`src/rtl/chimera_pkg.sv`:
```
// rtl/chimera_pkg.sv - shared types and defaults for the cluster clock-gate sequencer
package chimera_pkg;

    localparam int unsigned ExtClusters      = 5;
    localparam int unsigned CluCntWidth      = 6;
    localparam int unsigned CluWakeCycles    = 4;
    localparam int unsigned CluTimeoutCycles = 1024;

    typedef enum logic [1:0] {
        RUN   = 2'd0,
        DRAIN = 2'd1,
        GATED = 2'd2,
        WAKE  = 2'd3
    } clu_gate_state_e;

endpackage

```
`src/rtl/chimera_clu_gate_fsm.sv`:
```
// rtl/chimera_clu_gate_fsm.sv - one cluster: txn counter, gate FSM, wake and drain-timeout counters
// Optional drain timeout enabled by CHIMERA_CLU_GATE_TIMEOUT_EN.
module chimera_clu_gate_fsm
    import chimera_pkg::*;
#(
    parameter int unsigned CntWidth      = CluCntWidth,
    parameter int unsigned WakeCycles    = CluWakeCycles,
    parameter int unsigned TimeoutCycles = CluTimeoutCycles
) (
    input  logic clk_i,
    input  logic rst_ni,
    input  logic gate_req_i,
    input  logic txn_start_i,
    input  logic txn_done_i,
    output logic isolate_o,
    output logic clk_en_o,
    output logic gated_o,
    output logic timeout_err_o
);

    localparam int unsigned WakeW = $clog2(WakeCycles + 1);
    localparam logic [WakeW-1:0]    WakeLoad = WakeW'(WakeCycles - 1);
    localparam logic [CntWidth-1:0] CntMax   = '1;

    if (WakeCycles < 1 || TimeoutCycles < 2) begin : g_cfg_err
        $error("chimera_clu_gate_fsm: WakeCycles must be >= 1 and TimeoutCycles >= 2");
    end

    clu_gate_state_e     state_q, state_d;
    logic [CntWidth-1:0] cnt_q, cnt_d;
    logic [WakeW-1:0]    wake_q, wake_d;
    logic                isolate_q, clk_en_q, gated_q;
    logic                tmo_hit, gate_block;

`ifdef CHIMERA_CLU_GATE_TIMEOUT_EN
    localparam int unsigned TmoW = $clog2(TimeoutCycles + 1);
    localparam logic [TmoW-1:0] TmoLast = TmoW'(TimeoutCycles - 1);

    logic [TmoW-1:0] tmo_q, tmo_d;
    logic            err_q, err_d;

    // Counts DRAIN cycles; saturates so a busy-but-empty drain cannot wrap.
    always_comb begin
        tmo_d = '0;
        if (state_q == DRAIN) begin
            tmo_d = (tmo_q == TmoLast) ? tmo_q : tmo_q + 1'b1;
        end
        tmo_hit = (state_q == DRAIN) && (tmo_q == TmoLast) && (cnt_q != '0);
        err_d   = err_q | tmo_hit;
    end

    always_ff @(posedge clk_i or negedge rst_ni) begin
        if (!rst_ni) begin
            tmo_q <= '0;
            err_q <= 1'b0;
        end else begin
            tmo_q <= tmo_d;
            err_q <= err_d;
        end
    end

    assign gate_block    = err_q;
    assign timeout_err_o = err_q;
`else
    assign tmo_hit       = 1'b0;
    assign gate_block    = 1'b0;
    assign timeout_err_o = 1'b0;
`endif

    always_comb begin
        state_d = state_q;
        cnt_d   = cnt_q;
        wake_d  = wake_q;

        // The counter is frozen while gated: the cluster has no clock.
        if (state_q != GATED) begin
            if (txn_start_i && !txn_done_i && cnt_q != CntMax) begin
                cnt_d = cnt_q + 1'b1;
            end else if (txn_done_i && !txn_start_i && cnt_q != '0) begin
                cnt_d = cnt_q - 1'b1;
            end
        end

        unique case (state_q)
            RUN: begin
                if (gate_req_i && !gate_block) state_d = DRAIN;
            end
            DRAIN: begin
                if (!gate_req_i || tmo_hit) begin
                    state_d = RUN;
                end else if (cnt_d == '0 && !txn_start_i) begin
                    state_d = GATED;
                end
            end
            GATED: begin
                if (!gate_req_i) begin
                    state_d = WAKE;
                    wake_d  = WakeLoad;
                end
            end
            WAKE: begin
                if (wake_q == '0) state_d = RUN;
                else              wake_d  = wake_q - 1'b1;
            end
            default: state_d = RUN;
        endcase
    end

    always_ff @(posedge clk_i or negedge rst_ni) begin
        if (!rst_ni) begin
            state_q   <= RUN;
            cnt_q     <= '0;
            wake_q    <= '0;
            isolate_q <= 1'b0;
            clk_en_q  <= 1'b1;
            gated_q   <= 1'b0;
        end else begin
            state_q   <= state_d;
            cnt_q     <= cnt_d;
            wake_q    <= wake_d;
            isolate_q <= (state_d != RUN);
            clk_en_q  <= (state_d != GATED);
            gated_q   <= (state_d == GATED);
        end
    end

    assign isolate_o = isolate_q;
    assign clk_en_o  = clk_en_q;
    assign gated_o   = gated_q;

    a_done_underflow: assert property (@(posedge clk_i) disable iff (!rst_ni)
        !(txn_done_i && !txn_start_i && cnt_q == '0 && state_q != GATED))
        else $error("txn_done with no outstanding transaction");

    a_start_overflow: assert property (@(posedge clk_i) disable iff (!rst_ni)
        !(txn_start_i && !txn_done_i && cnt_q == CntMax && state_q != GATED))
        else $error("outstanding transaction counter saturated");

    a_traffic_gated: assert property (@(posedge clk_i) disable iff (!rst_ni)
        !((txn_start_i || txn_done_i) && state_q == GATED))
        else $error("transaction activity on a gated cluster");

endmodule

```
`src/rtl/chimera_clu_gate_ctrl.sv`:
```
// rtl/chimera_clu_gate_ctrl.sv - per-cluster clock-gate sequencer array
// Optional drain timeout enabled by CHIMERA_CLU_GATE_TIMEOUT_EN.
module chimera_clu_gate_ctrl
    import chimera_pkg::*;
#(
    parameter int unsigned NumClusters   = ExtClusters,
    parameter int unsigned CntWidth      = CluCntWidth,
    parameter int unsigned WakeCycles    = CluWakeCycles,
    parameter int unsigned TimeoutCycles = CluTimeoutCycles
) (
    input  logic                   clk_i,
    input  logic                   rst_ni,
    input  logic [NumClusters-1:0] gate_req_i,
    input  logic [NumClusters-1:0] txn_start_i,
    input  logic [NumClusters-1:0] txn_done_i,
    output logic [NumClusters-1:0] isolate_o,
    output logic [NumClusters-1:0] clk_en_o,
    output logic [NumClusters-1:0] gated_o,
    output logic [NumClusters-1:0] timeout_err_o
);

    for (genvar i = 0; i < NumClusters; i++) begin : g_clu
        chimera_clu_gate_fsm #(
            .CntWidth      (CntWidth),
            .WakeCycles    (WakeCycles),
            .TimeoutCycles (TimeoutCycles)
        ) u_fsm (
            .clk_i         (clk_i),
            .rst_ni        (rst_ni),
            .gate_req_i    (gate_req_i[i]),
            .txn_start_i   (txn_start_i[i]),
            .txn_done_i    (txn_done_i[i]),
            .isolate_o     (isolate_o[i]),
            .clk_en_o      (clk_en_o[i]),
            .gated_o       (gated_o[i]),
            .timeout_err_o (timeout_err_o[i])
        );
    end

endmodule

```
`config.mk`:
```
export PLATFORM = sky130hd
export DESIGN_NAME = chimera_clu_gate_ctrl
export DESIGN_NICKNAME = d
export VERILOG_FILES = /design/src/rtl/chimera_pkg.sv /design/src/rtl/chimera_clu_gate_fsm.sv /design/src/rtl/chimera_clu_gate_ctrl.sv
export SDC_FILE = /design/constraint.sdc
export NUM_CORES = 1
export LEC_CHECK = 0
export CORE_MARGIN = 5
export CORE_UTILIZATION = 55
export CTS_CLUSTER_DIAMETER = 150
export DETAILED_ROUTE_END_ITERATION = 12
export GPL_TIMING_DRIVEN = 1
export PLACE_DENSITY = 0.81
export SLEW_MARGIN = 20
export SYNTH_ARGS = -nofsm -noshare
export SYNTH_HDL_FRONTEND = slang
export SYNTH_SLANG_ARGS = --single-unit
```
`constraint.sdc`:
```
create_clock -name clk_i -period 4.7 [get_ports clk_i]
set_clock_uncertainty 0.05 [all_clocks]
set_input_delay 0.705 -clock clk_i [delete_from_list [all_inputs] [get_ports clk_i]]
set_output_delay 0.705 -clock clk_i [all_outputs]
set_load 0.01 [all_outputs]
```
# == After elaboration in Yosys (flattened, before gate mapping) ==
# Cells that the tools add are included.
# word_totals
ff_bits,70
output_inout_bits,20
# op_classes
n_addsub,15
n_eq_ne,45
mux,60
n_reduce_logical,70
# op_table
cell,n
2-to-1 mux 6 bit,15
2-to-1 mux 2 bit,25
"inequality test 2 bit, second input constant",20
one-hot mux 2 bit (4 select lines),5
"adder 6 x 1 -> 6 bit, second input constant",5
"equality test 2 bit, second input constant",15
zero test 6 bit,5
2-to-1 mux 3 bit,10
"inequality test 6 bit, second input constant",5
one-hot mux 3 bit (2 select lines),5
nonzero test 6 bit,5
"subtractor 6 x 1 -> 6 bit, second input constant",5
logical AND 1 bit,25
nonzero test 2 bit,10
zero test 3 bit,5
AND reduction 3 bit,5
"subtractor 3 x 1 -> 3 bit, second input constant",5
"equality test 2 x 1 -> 1 bit, second input constant",5
zero test 1 bit,10
zero test 2 bit,5

# == Logic depth before layout (Yosys ltp) ==
# Gate-level depths: netlist of run 1.
# logic_depth
word_depth,12
ltp_mapped,10

# == Modules after synthesis ==
# Synthesis of run 1 repeated with hierarchy kept, for this count alone.
# hier_totals
cells_unflattened,570
area_unflattened_um2,5116.2
# modules_own_cells
module,instances,cells_per_inst,area_each_um2,seq_area_each_um2
chimera_clu_gate_fsm (g_clu[0].u_fsm ...),4,115,1023.5,351.6
chimera_clu_gate_fsm (g_clu[2].u_fsm),1,110,1022.2,351.6

# == Least setup slack after synthesis of run 1 ==
# OpenSTA, ideal clock, no wires.
# synth_timing
path_kind,input to register
start,input txn_done_i[2]
end,register g_clu[2].u_fsm.clk_en_q
setup_ps,75
arrival_time_ps,2569
required_time_ps,4575
path_slack_ps,2006
path_stages,7
n_path_buf,0
cell_sequence,nand2b_1 > a311oi_2 > a21oi_2 > a221o_1 > or4_4 > or3_4 > and2_4
# synth_between
elab_chain_len,11
elab_cells_between_ends,14
# synth_lines
item,line,text
"start, declared",chimera_clu_gate_ctrl.sv:15,"input logic [NumClusters-1:0] txn_done_i,"
logical AND 1 bit or zero test 1 bit (tied branches),"chimera_clu_gate_fsm.sv:79, chimera_clu_gate_fsm.sv:77",
"logical AND 1 bit, on equally long branches","chimera_clu_gate_fsm.sv:79, chimera_clu_gate_fsm.sv:77",
2-to-1 mux 6 bit or logical AND 1 bit (tied branches),"chimera_clu_gate_fsm.sv:79, chimera_clu_gate_fsm.sv:77",
2-to-1 mux 6 bit (*),chimera_clu_gate_fsm.sv:77,if (txn_start_i && !txn_done_i && cnt_q != CntMax) begin
2-to-1 mux 6 bit (*),chimera_clu_gate_fsm.sv:76,if (state_q != GATED) begin
via g_clu[2].u_fsm.cnt_d[1],chimera_clu_gate_fsm.sv:30,"logic [CntWidth-1:0] cnt_q, cnt_d;"
zero test 6 bit (*),chimera_clu_gate_fsm.sv:91,end else if (cnt_d == '0 && !txn_start_i) begin
logical AND 1 bit (*),chimera_clu_gate_fsm.sv:91,
2-to-1 mux 2 bit (*),chimera_clu_gate_fsm.sv:91,
2-to-1 mux 2 bit (*),chimera_clu_gate_fsm.sv:89,if (!gate_req_i || tmo_hit) begin
one-hot mux 2 bit (4 select lines) (*),chimera_clu_gate_fsm.sv:84,unique case (state_q)
inequality test 2 bit (*),chimera_clu_gate_fsm.sv:122,clk_en_q <= (state_d != GATED);
"end signal, assigned",chimera_clu_gate_fsm.sv:122,
"end, declared",chimera_clu_gate_fsm.sv:32,"logic isolate_q, clk_en_q, gated_q;"
# Mark *: on every way through the listed nets, which the timed path passes. The rest lies on a longest branch.
# A chain may end at the register's enable or synchronous reset.

# == Worst setup path after layout of run 1 ==
# layout_timing
start,input txn_start_i[1]
end,register g_clu[1].u_fsm.state_q[0]
# layout_between
elab_chain_len,11
elab_cells_between_ends,13
# layout_lines
item,line,text
"start, declared",chimera_clu_gate_ctrl.sv:14,"input logic [NumClusters-1:0] txn_start_i,"
zero test 1 bit,chimera_clu_gate_fsm.sv:79,end else if (txn_done_i && !txn_start_i && cnt_q != '0) begin
logical AND 1 bit (2 in series),chimera_clu_gate_fsm.sv:79,
2-to-1 mux 6 bit,chimera_clu_gate_fsm.sv:79,
2-to-1 mux 6 bit (*),chimera_clu_gate_fsm.sv:77,
2-to-1 mux 6 bit (*),chimera_clu_gate_fsm.sv:76,
via g_clu[1].u_fsm.cnt_d[2],chimera_clu_gate_fsm.sv:30,
zero test 6 bit (*),chimera_clu_gate_fsm.sv:91,
logical AND 1 bit (*),chimera_clu_gate_fsm.sv:91,
2-to-1 mux 2 bit (*),chimera_clu_gate_fsm.sv:91,
2-to-1 mux 2 bit (*),chimera_clu_gate_fsm.sv:89,
one-hot mux 2 bit (4 select lines) (*),chimera_clu_gate_fsm.sv:84,
via g_clu[1].u_fsm.state_d[0],chimera_clu_gate_fsm.sv:29,"clu_gate_state_e state_q, state_d;"
"end signal, assigned",chimera_clu_gate_fsm.sv:118,state_q <= state_d;
"end, declared",chimera_clu_gate_fsm.sv:29,
# Marks and branches as above.

==> results of run 1 <==
power groups by stage:
stage | Sequential, mW | Combinational, mW | Clock (mW)
after floorplan | 1.04 | 1.09 | 0
after global routing | 1.26 | 1.37 | 0.600
after detailed placement | 1.21 | 1.20 | 0
after global placement | 1.20 | 1.15 | 0
final | 1.21 | 1.20 | 0.557
after CTS | 1.20 | 1.21 | 0.573
worst reg2reg max path, stage by stage (launching register included):
cell and delay [ns]:
dfrtp_1 0.40, inv_1 0.12, ha_1 0.23, nor4b_4 0.15
nor4_1 0.50, o21a_2 0.22, o221ai_1 0.13, or4_4 0.44
or3_4 0.35, and2_4 0.14
final timing paths:
| kind | startpoint | endpoint | slack (ns) | depth (start not counted) |
|---|---|---|---|---|
| worst max-delay path | txn_start_i[1] | g_clu[1].u_fsm.state_q[0] | 1.43 | 8 |
| worst min-delay path | rst_ni | g_clu[1].u_fsm.cnt_q[1] | 0.33 | 1 |
| worst max register to register | g_clu[2].u_fsm.cnt_q[0] | g_clu[2].u_fsm.clk_en_o | 1.92 | 9 |
| worst min register to register | g_clu[2].u_fsm.wake_q[2] | g_clu[2].u_fsm.wake_q[2] | 0.48 | 2 |
| max in group asynchronous | rst_ni | g_clu[4].u_fsm.clk_en_o | 3.29 | 2 |
| min in group clk_i | g_clu[2].u_fsm.wake_q[2] | g_clu[2].u_fsm.wake_q[2] | 0.48 | 2 |
kinds of logic (layout without fill, tap and decap cells):
group,Yosys count,count (layout)
AND/OR/NAND/NOR,186,186
other,1,5
AO/OA/AOI/OAI,146,146
flip-flops,70,70
adder cells (fa/ha/maj),25,25
buffers and inverters,79,92
XOR/XNOR,17,17
multiplexers,3,3
state kept, by name (all words and copies together), names as in the netlist:
name                   cells
g_clu.u_fsm.wake_q        15
g_clu.u_fsm.gated_o        5
g_clu.u_fsm.clk_en_o       5
g_clu.u_fsm.isolate_o      5
g_clu.u_fsm.state_q       10
g_clu.u_fsm.cnt_q         30
cell type report:
class	count	area, µm²
Fill cell	691	3120
Multi-Input combinational cell	382	2530
Sequential cell	70	1760
Timing Repair Buffer	32	313
Clock buffer	13	169
Inverter	44	165
Tap cell	105	131
Clock inverter	3	65.1
routing by layer:
metal | vias up | track usage (%) | share of wire [%]
met4 | 0 | 3.23 | 0.73
met3 | 10 | 4.85 | 4.5
met2 | 79 | 32.4 | 49
li1 | 1900 | - | -
met5 | - | 0 | 0
met1 | 1910 | 25.6 | 46
cells in the final DEF (no fill, tap or decap), types with 6 or more instances in the layout:
cell type and count:
a21oi_1 27, a31oi_1 8, clkbuf_8 12, ha_1 25, o21ai_1 7, xor2_1 6, nand2_1 37, nor2_1 27
nor2b_1 11, clkdlybuf4s50_1 30, nor3_1 10, nand3_1 24, nand2b_1 15, a211oi_1 6, nand4_1 9, xnor2_1 11
a22oi_1 7, dfrtp_1 65, o21ai_0 40, and3_1 8, a21o_1 7, or3_1 6, inv_1 44
metrics by stage:
| stage | hold slack, ns | cell area, µm² | setup WS (ns) | util [%] |
|---|---|---|---|---|
| 2_1_floorplan | 0.359 | 4700 | 2.01 | - |
| 3_3_place_gp | 0.454 | 4900 | 1.19 | 59.3 |
| 6_report | 0.334 | 5130 | 1.43 | 62.2 |
| 3_5_place_dp | 0.462 | 4900 | 1.08 | 59.3 |
| 4_1_cts | 0.350 | 5130 | 1.46 | 62.2 |
| 5_1_grt | 0.383 | 5130 | 1.20 | 62.2 |
==> results.cfg, run 1 <==
[status]
outcome = finished, final reports clean

[synthesis]
synth.area.top_cells = dfrtp_1, ha_1, o21ai_0, inv_1, buf_4
yosysTopAreaCellShare_pct = 34.8
synthAdderAreaFrac_pct = 6.68
synthSimpleGateAreaFrac_pct = 22.8
yosys.area.top_type = dfrtp_1
synth_mux_area_share_pct = 0.642
synth_most_common_cell = dfrtp_1
synth-seq-cells = 70
synth.distinct_cells = 77
synth_compound_area_share_pct = 20.4
syn_avg_cell_area_um2 = 8.88
ys_top_cells_by_count = dfrtp_1, inv_1, o21ai_0, nand2_1
synth.yosys.seq_area_share_pct = 37.6
ys.flop_type = dfrtp_1
synth_edf_count = 0
synth_warnings = 0
syn_area_um2 = 4680
async_reset_ff_share_pct = 100
synth_xor_area_share_pct = 3.18
syn-instance-count = 527
synth_top_family_by_area = simple AND/OR/NAND/NOR gates

[routing]
drc = 0
drtPass1Iterations = 4
drt-wirelength-per-cell_um = 14.4
vias = 3899
wirelength_um = 9320
viasPerCell = 6.01
drtIter0Drc = 139
ant_nets = 0

[critical_path]
crit_buf_inv = 1
critPathMaxFanout = 10
critPathSlowestCell = or4_1
worstPathRequired_ns = 4.88
critPathKind = input pin to flop
critical_path_arrival_ns = 3.44
critPathCaptureType = flop
cp-start-kind = input pin
slowest_delay_ns = 0.60
cp_top_family = simple AND/OR/NAND/NOR gates
worstPathCellList = clkdlybuf4s50_1 -> nor2b_1 -> o21ai_1 -> a21oi_2 -> nand2_1 -> a22o_1 -> or4_1 -> and3_1

[floorplan]
die_area_um2 = 10500
core_um2 = 8260
die_h_um = 102
row_count = 33
die_width_um = 102
ios = 37
initial_core_util_pct = 56.7

[cts]
clkLatencyLatePin_ns = 0.34
cts-buffers-inserted = 9
clock-sinks = 70
clk_path_buf_depth = 2
hold_buffers = 0
cts-root-buf = clkbuf_8
cts_tree = built
cts_setup_buffers = 0
cts.clk_slew.worst_paths_ns = 0.07
cts_resized = 0
ctsHtreeMaxLevel = 3

[power_and_ir_drop]
seqPwrFrac_pct = 40.8
ir_worst_vdd_uv = 298
power.density_nw_per_um2 = 579
comb_power_share_pct = 40.5
power.switching_mw = 1.23
clkPwrFrac_pct = 18.7
p_total_mw = 2.97
p_int_mw = 1.74
leakage_nw = 2.24
switching_share_pct = 41.4

[grt]
antenna_found_initial = 0
first_global_vias = 3697
grt_pass1_wl_um = 16600
gr-total-overflow = 0
grt_util_all_layers_pct = 19.3
grt_start_max_net_pins = 43

[timing]
finalSetupTns_ns = 0
hold_viol = 0
finalSetupViolations = 0
fin_crit_sh_pct = 69.5
worst_pin_slew_ns = 0.645
finalMaxSlewViolations = 0
max_slew_margin_pct = 57.0
max_freq_mhz = 306
rsz0062_at_grt = no
fin_crit_ns = 3.27

[placed_design]
io_buffers = 31
dp.cells = 633
gp_congestion = 0.915
post-dp-hpwl_um = 6990

[finish]
drive_gt1_share_pct = 6.99
num_antenna_cells = 0
nets = 581
area_growth_pct = 9.70
layout.cells.non_filler = 649

[worst_hold_path]
hold_class = input pin to asynchronous set/reset pin

[job]
maxCapViolCount = 0
No activity file was read; power rests on OpenSTA's default activity.
==> run 2, diff against run 1 <==
Clock period 4.7 ns to 3.1 ns, I/O delays scaled along.
==> results.cfg, run 2 (synthesized netlist as in run 1, its figures left out) <==
[timing]
hold_viol = 0
max_freq_mhz = 359
fin_crit_sh_pct = 89.7
max_slew_margin_pct = 62.5
fin_crit_ns = 2.78
worst_pin_slew_ns = 0.557
whs_ns = 0.0844
finalMaxSlewViolations = 0
finalSetupViolations = 0
finalSetupTns_ns = 0
rsz0062_at_grt = no

[critical_path]
cp-start-kind = flop
critPathMaxFanout = 7
worstPathRequired_ns = 3.33
critPathSlowestCell = nor4_1
worstPathCellList = inv_1 -> ha_1 -> nor3b_1 -> nand2_1 -> a21o_1 -> a211o_1 -> or3_1 -> nor4_1 -> a21o_1
cpMostUsedCell = a21o_1
critPathCaptureType = flop
critical_path_arrival_ns = 3.01
critPathKind = flop to flop
reg2reg_setup_slack_ns = 0.32
slowest_delay_ns = 0.50

[finish]
area_growth_pct = 10.1
num_antenna_cells = 0
post-route-util_pct = 62.4
fillCellCount = 698
final_cell_mix = dfrtp_1, inv_1, o21ai_0
drive_gt1_share_pct = 7.31
largest_reg_flops = 30
nets = 584
regMostFlops = g_clu.u_fsm.cnt_q
final_common_cell = dfrtp_1
reg_top3 = g_clu.u_fsm.cnt_q: 30 flops, g_clu.u_fsm.wake_q: 15 flops, g_clu.u_fsm.state_q: 10 flops

[cts]
clock-sinks = 70
cts_resized = 0
cts.clk_slew.worst_paths_ns = 0.07
cts-root-buf = clkbuf_8
ctsHtreeMaxLevel = 3
cts_tree = built
clk_path_buf_depth = 2
hold_buffers = 0
clkLatencyLatePin_ns = 0.34
cts_setup_buffers = 0
cts-buffers-inserted = 9

[grt]
grt_pass1_wl_um = 16600
antenna_found_initial = 0
grt_util_all_layers_pct = 19.4
grt_start_max_net_pins = 71
gr-total-overflow = 0
first_global_vias = 3734

[placed_design]
io_buffers = 31
post-dp-hpwl_um = 6870
gp_congestion = 0.934

[floorplan]
row_count = 33
die_h_um = 102
core_um2 = 8260
initial_core_util_pct = 56.7
die_area_um2 = 10500
die_width_um = 102
ios = 37

[routing]
viasPerCell = 5.99
vias = 3906
drtPass1Iterations = 4
drt-wirelength-per-cell_um = 14.5
wirelength_um = 9440
ant_nets = 0
drc = 0
drtIter0Drc = 131

[job]
maxCapViolCount = 0

[power_and_ir_drop]
p_int_mw = 2.60
clkPwrFrac_pct = 18.1
power.density_nw_per_um2 = 867
ir_worst_vdd_uv = 442
switching_share_pct = 41.8
comb_power_share_pct = 40.9
leakage_nw = 2.25
seqPwrFrac_pct = 41.0
power.switching_mw = 1.87

[status]
outcome = finished, final reports clean

[worst_hold_path]
hold_class = input pin to asynchronous set/reset pin
[run 2: cell count changes in the layout (fill, tap and decap cells not counted)]
cell,change
clkinv_2,+1
buf_12,+1
clkbuf_1,+1
buf_4,+2
clkbuf_8,-2
[run 2: worst paths after layout]
| kind | endpoint | startpoint | cells past startpoint |
|---|---|---|---|
| max | g_clu[0].u_fsm.gated_o | g_clu[0].u_fsm.cnt_q[0] | 9 |
| min | g_clu[1].u_fsm.cnt_q[4] | rst_ni | 2 |
| max reg2reg | g_clu[0].u_fsm.gated_o | g_clu[0].u_fsm.cnt_q[0] | 9 |
| min reg2reg | g_clu[2].u_fsm.cnt_q[0] | g_clu[2].u_fsm.cnt_q[0] | 1 |
| max in group asynchronous | g_clu[4].u_fsm.clk_en_o | rst_ni | 2 |
| min in group clk_i | g_clu[2].u_fsm.cnt_q[0] | g_clu[2].u_fsm.cnt_q[0] | 1 |
[run 2: stage by stage]
step	area (µm²)	instances	setup slack [ns]	total power, mW
6_report	5150	652	0.318	4.46
5_1_grt	5150	652	0.0974	4.85
4_1_cts	5150	652	0.326	4.48
3_5_place_dp	4940	636	0.0525	3.64
3_3_place_gp	4940	636	0.119	3.54
2_1_floorplan	4700	531	0.499	3.22
[run 2: area by class of cell]
class / count / area [µm²] / share of cell area [%]
multi-input combinational: 382 / 2530 / 49.2
clock buffer: 12 / 145 / 2.82
sequential: 70 / 1760 / 34.1
clock inverter: 4 / 70.1 / 1.36
timing repair buffer: 35 / 348 / 6.75
tap: 105 / 131 / 2.55
inverter: 44 / 165 / 3.21
[run 2: worst max-delay path, delay by kind of cell, from the launching register on]
kind	cells	cell delay (ns)
adder cells (fa/ha/maj)	1	0.16
AO/OA/AOI/OAI	3	0.59
AND/OR/NAND/NOR	4	1.33
buffers and inverters	1	0.12
flip-flops	1	0.47
[run 2: power by group through the flow]
stage | registers [mW] | clock network (mW) | logic [mW]
floorplan | 1.57 | 0 | 1.65
global placement | 1.80 | 0 | 1.74
detailed placement | 1.83 | 0 | 1.82
CTS | 1.82 | 0.829 | 1.83
global route | 1.90 | 0.876 | 2.07
finish | 1.83 | 0.809 | 1.83
[run 2: metal layers]
metal  GRT usage [%]  part of all wire (%)  routed length (µm)
met2            32.2                    48                4560
met1            25.6                    46                4390
met4            4.04                  0.86                  81
met3            5.32                   4.3                 410
met5               0                     0                   0
==> run 3, diff against run 2 <==
Settings changed: MAX_ROUTING_LAYER from default to met4.
==> results.cfg, run 3 (synthesized netlist as in run 1, its figures left out) <==
[finish]
regMostFlops = g_clu.u_fsm.cnt_q
seqCellArea_um2 = 1760
drive_gt1_share_pct = 7.48
final_common_cell = dfrtp_1
multi_input_area_um2 = 2530
area_growth_pct = 10.2
largest_reg_flops = 30
nets = 585
final_cell_mix = dfrtp_1, inv_1, o21ai_0
fillCellCount = 698
num_antenna_cells = 0
reg_top3 = g_clu.u_fsm.cnt_q: 30 flops, g_clu.u_fsm.wake_q: 15 flops, g_clu.u_fsm.state_q: 10 flops

[floorplan]
die_h_um = 102
initial_core_util_pct = 56.7
die_area_um2 = 10500
ios = 37
core_um2 = 8260
row_count = 33
die_width_um = 102

[timing]
finalMaxSlewViolations = 0
fin_crit_ns = 2.81
max_slew_margin_pct = 48.5
rsz0062_at_grt = no
hold_viol = 0
finalSetupTns_ns = 0
finalSetupViolations = 0
max_freq_mhz = 355
worst_pin_slew_ns = 0.772
fin_crit_sh_pct = 90.8

[worst_hold_path]
hold_class = input pin to asynchronous set/reset pin

[critical_path]
critPathSlowestCell = or4_1
critPathCaptureType = flop
critical_path_arrival_ns = 3.00
worstPathCellList = nor4_1 -> a211o_1 -> mux2i_1 -> a31oi_1 -> or4_1 -> or4_1 -> and3_1
critPathMaxFanout = 11
crit_buf_inv = 0
r2r_start = g_clu[1].u_fsm.cnt_q[4]
cp-start-kind = flop
endpoint = g_clu[1].u_fsm.state_q[0]
r2r-end = g_clu[1].u_fsm.state_q[0]
critPathKind = flop to flop
cp-startpoint = g_clu[1].u_fsm.cnt_q[4]
path_depth = 7
slowest_delay_ns = 0.58
cp_top_family = simple AND/OR/NAND/NOR gates
cpMostUsedCell = or4_1
worstPathRequired_ns = 3.29
rr_worst_depth = 7
reg2reg_setup_slack_ns = 0.29

[grt]
gr-total-overflow = 0
met3_usage_pct = 4.51
met2_usage_pct = 32.7
grt_pass1_wl_um = 16500
globalRouteMet1Util_pct = 25.2
grt_start_max_net_pins = 38
first_global_vias = 3721
grt_util_all_layers_pct = 19.9
antenna_found_initial = 0
gr-max-usage-layer = met2

[power_and_ir_drop]
ir_worst_vdd_uv = 533
p_int_mw = 2.60
power.density_nw_per_um2 = 866
p_total_mw = 4.47
seqPwrFrac_pct = 41.0
switching_share_pct = 41.7
power.switching_mw = 1.86
clkPwrFrac_pct = 17.9
leakage_nw = 2.26
comb_power_share_pct = 41.1

[routing]
wirelength_um = 9290
ant_nets = 0
drc = 0
drtPass1Iterations = 5
viasPerCell = 5.89
drt-wirelength-per-cell_um = 14.2
vias = 3848
drtIter0Drc = 170

[cts]
cts_resized = 0
cts_tree = built
hold_buffers = 0
cts-root-buf = clkbuf_8
clk_path_buf_depth = 2
ctsHtreeMaxLevel = 3
cts.clk_slew.worst_paths_ns = 0.07
clock-sinks = 70
clkLatencyLatePin_ns = 0.34
cts_setup_buffers = 0
cts-buffers-inserted = 9

[job]
maxCapViolCount = 0

[placed_design]
post-dp-hpwl_um = 6890
gp_congestion = 0.865
io_buffers = 31

[status]
outcome = finished, final reports clean
run 3: layout make-up:
cell class / count / share of cell area [%]
flip-flops and latches: 70 / 34.1
clock inverters: 4 / 1.36
clock buffers: 12 / 2.81
inverters: 44 / 3.20
multi-input cells: 382 / 49.1
repair buffers: 36 / 6.89
well taps: 105 / 2.55
run 3: stage by stage:
| stage | setup WS, ns | hold slack [ns] | instances | utilization, % | instance area [µm²] |
|---|---|---|---|---|---|
| floorplan | 0.499 | 0.119 | 531 | - | 4700 |
| global placement | 0.0924 | 0.458 | 637 | 59.9 | 4940 |
| detailed placement | 0.0836 | 0.467 | 637 | 59.9 | 4940 |
| CTS | 0.305 | 0.169 | 653 | 62.5 | 5160 |
| global route | 0.106 | 0.214 | 653 | 62.5 | 5160 |
| finish | 0.287 | 0.141 | 653 | 62.5 | 5160 |
run 3: how the worst min path moves through the flow:
| stage | from | endpoint | depth (start not counted) |
|---|---|---|---|
| 2_1_floorplan | rst_ni | g_clu[0].u_fsm.cnt_q[0] | 0 |
| 3_3_place_gp | g_clu[2].u_fsm.wake_q[2] | g_clu[2].u_fsm.wake_q[2] | 2 |
| 3_5_place_dp | g_clu[2].u_fsm.state_q[0] | g_clu[2].u_fsm.wake_q[0] | 1 |
| 4_1_cts | rst_ni | g_clu[1].u_fsm.cnt_q[4] | 1 |
| 5_1_grt | rst_ni | g_clu[1].u_fsm.cnt_q[4] | 1 |
| 6_report | rst_ni | g_clu[1].u_fsm.cnt_q[4] | 1 |
run 3: power groups by stage:
stage	clock, mW	sequential [mW]	combinational, mW
3_3_place_gp	0	1.81	1.74
5_1_grt	0.862	1.91	2.10
4_1_cts	0.821	1.82	1.84
6_report	0.799	1.83	1.84
2_1_floorplan	0	1.57	1.65
3_5_place_dp	0	1.83	1.82
run 3: per-layer routing:
layer	vias to the layer above	wire [µm]
li1	1905	-
met1	1821	4260
met2	113	4440
met3	9	509
met4	0	85
met5	-	0
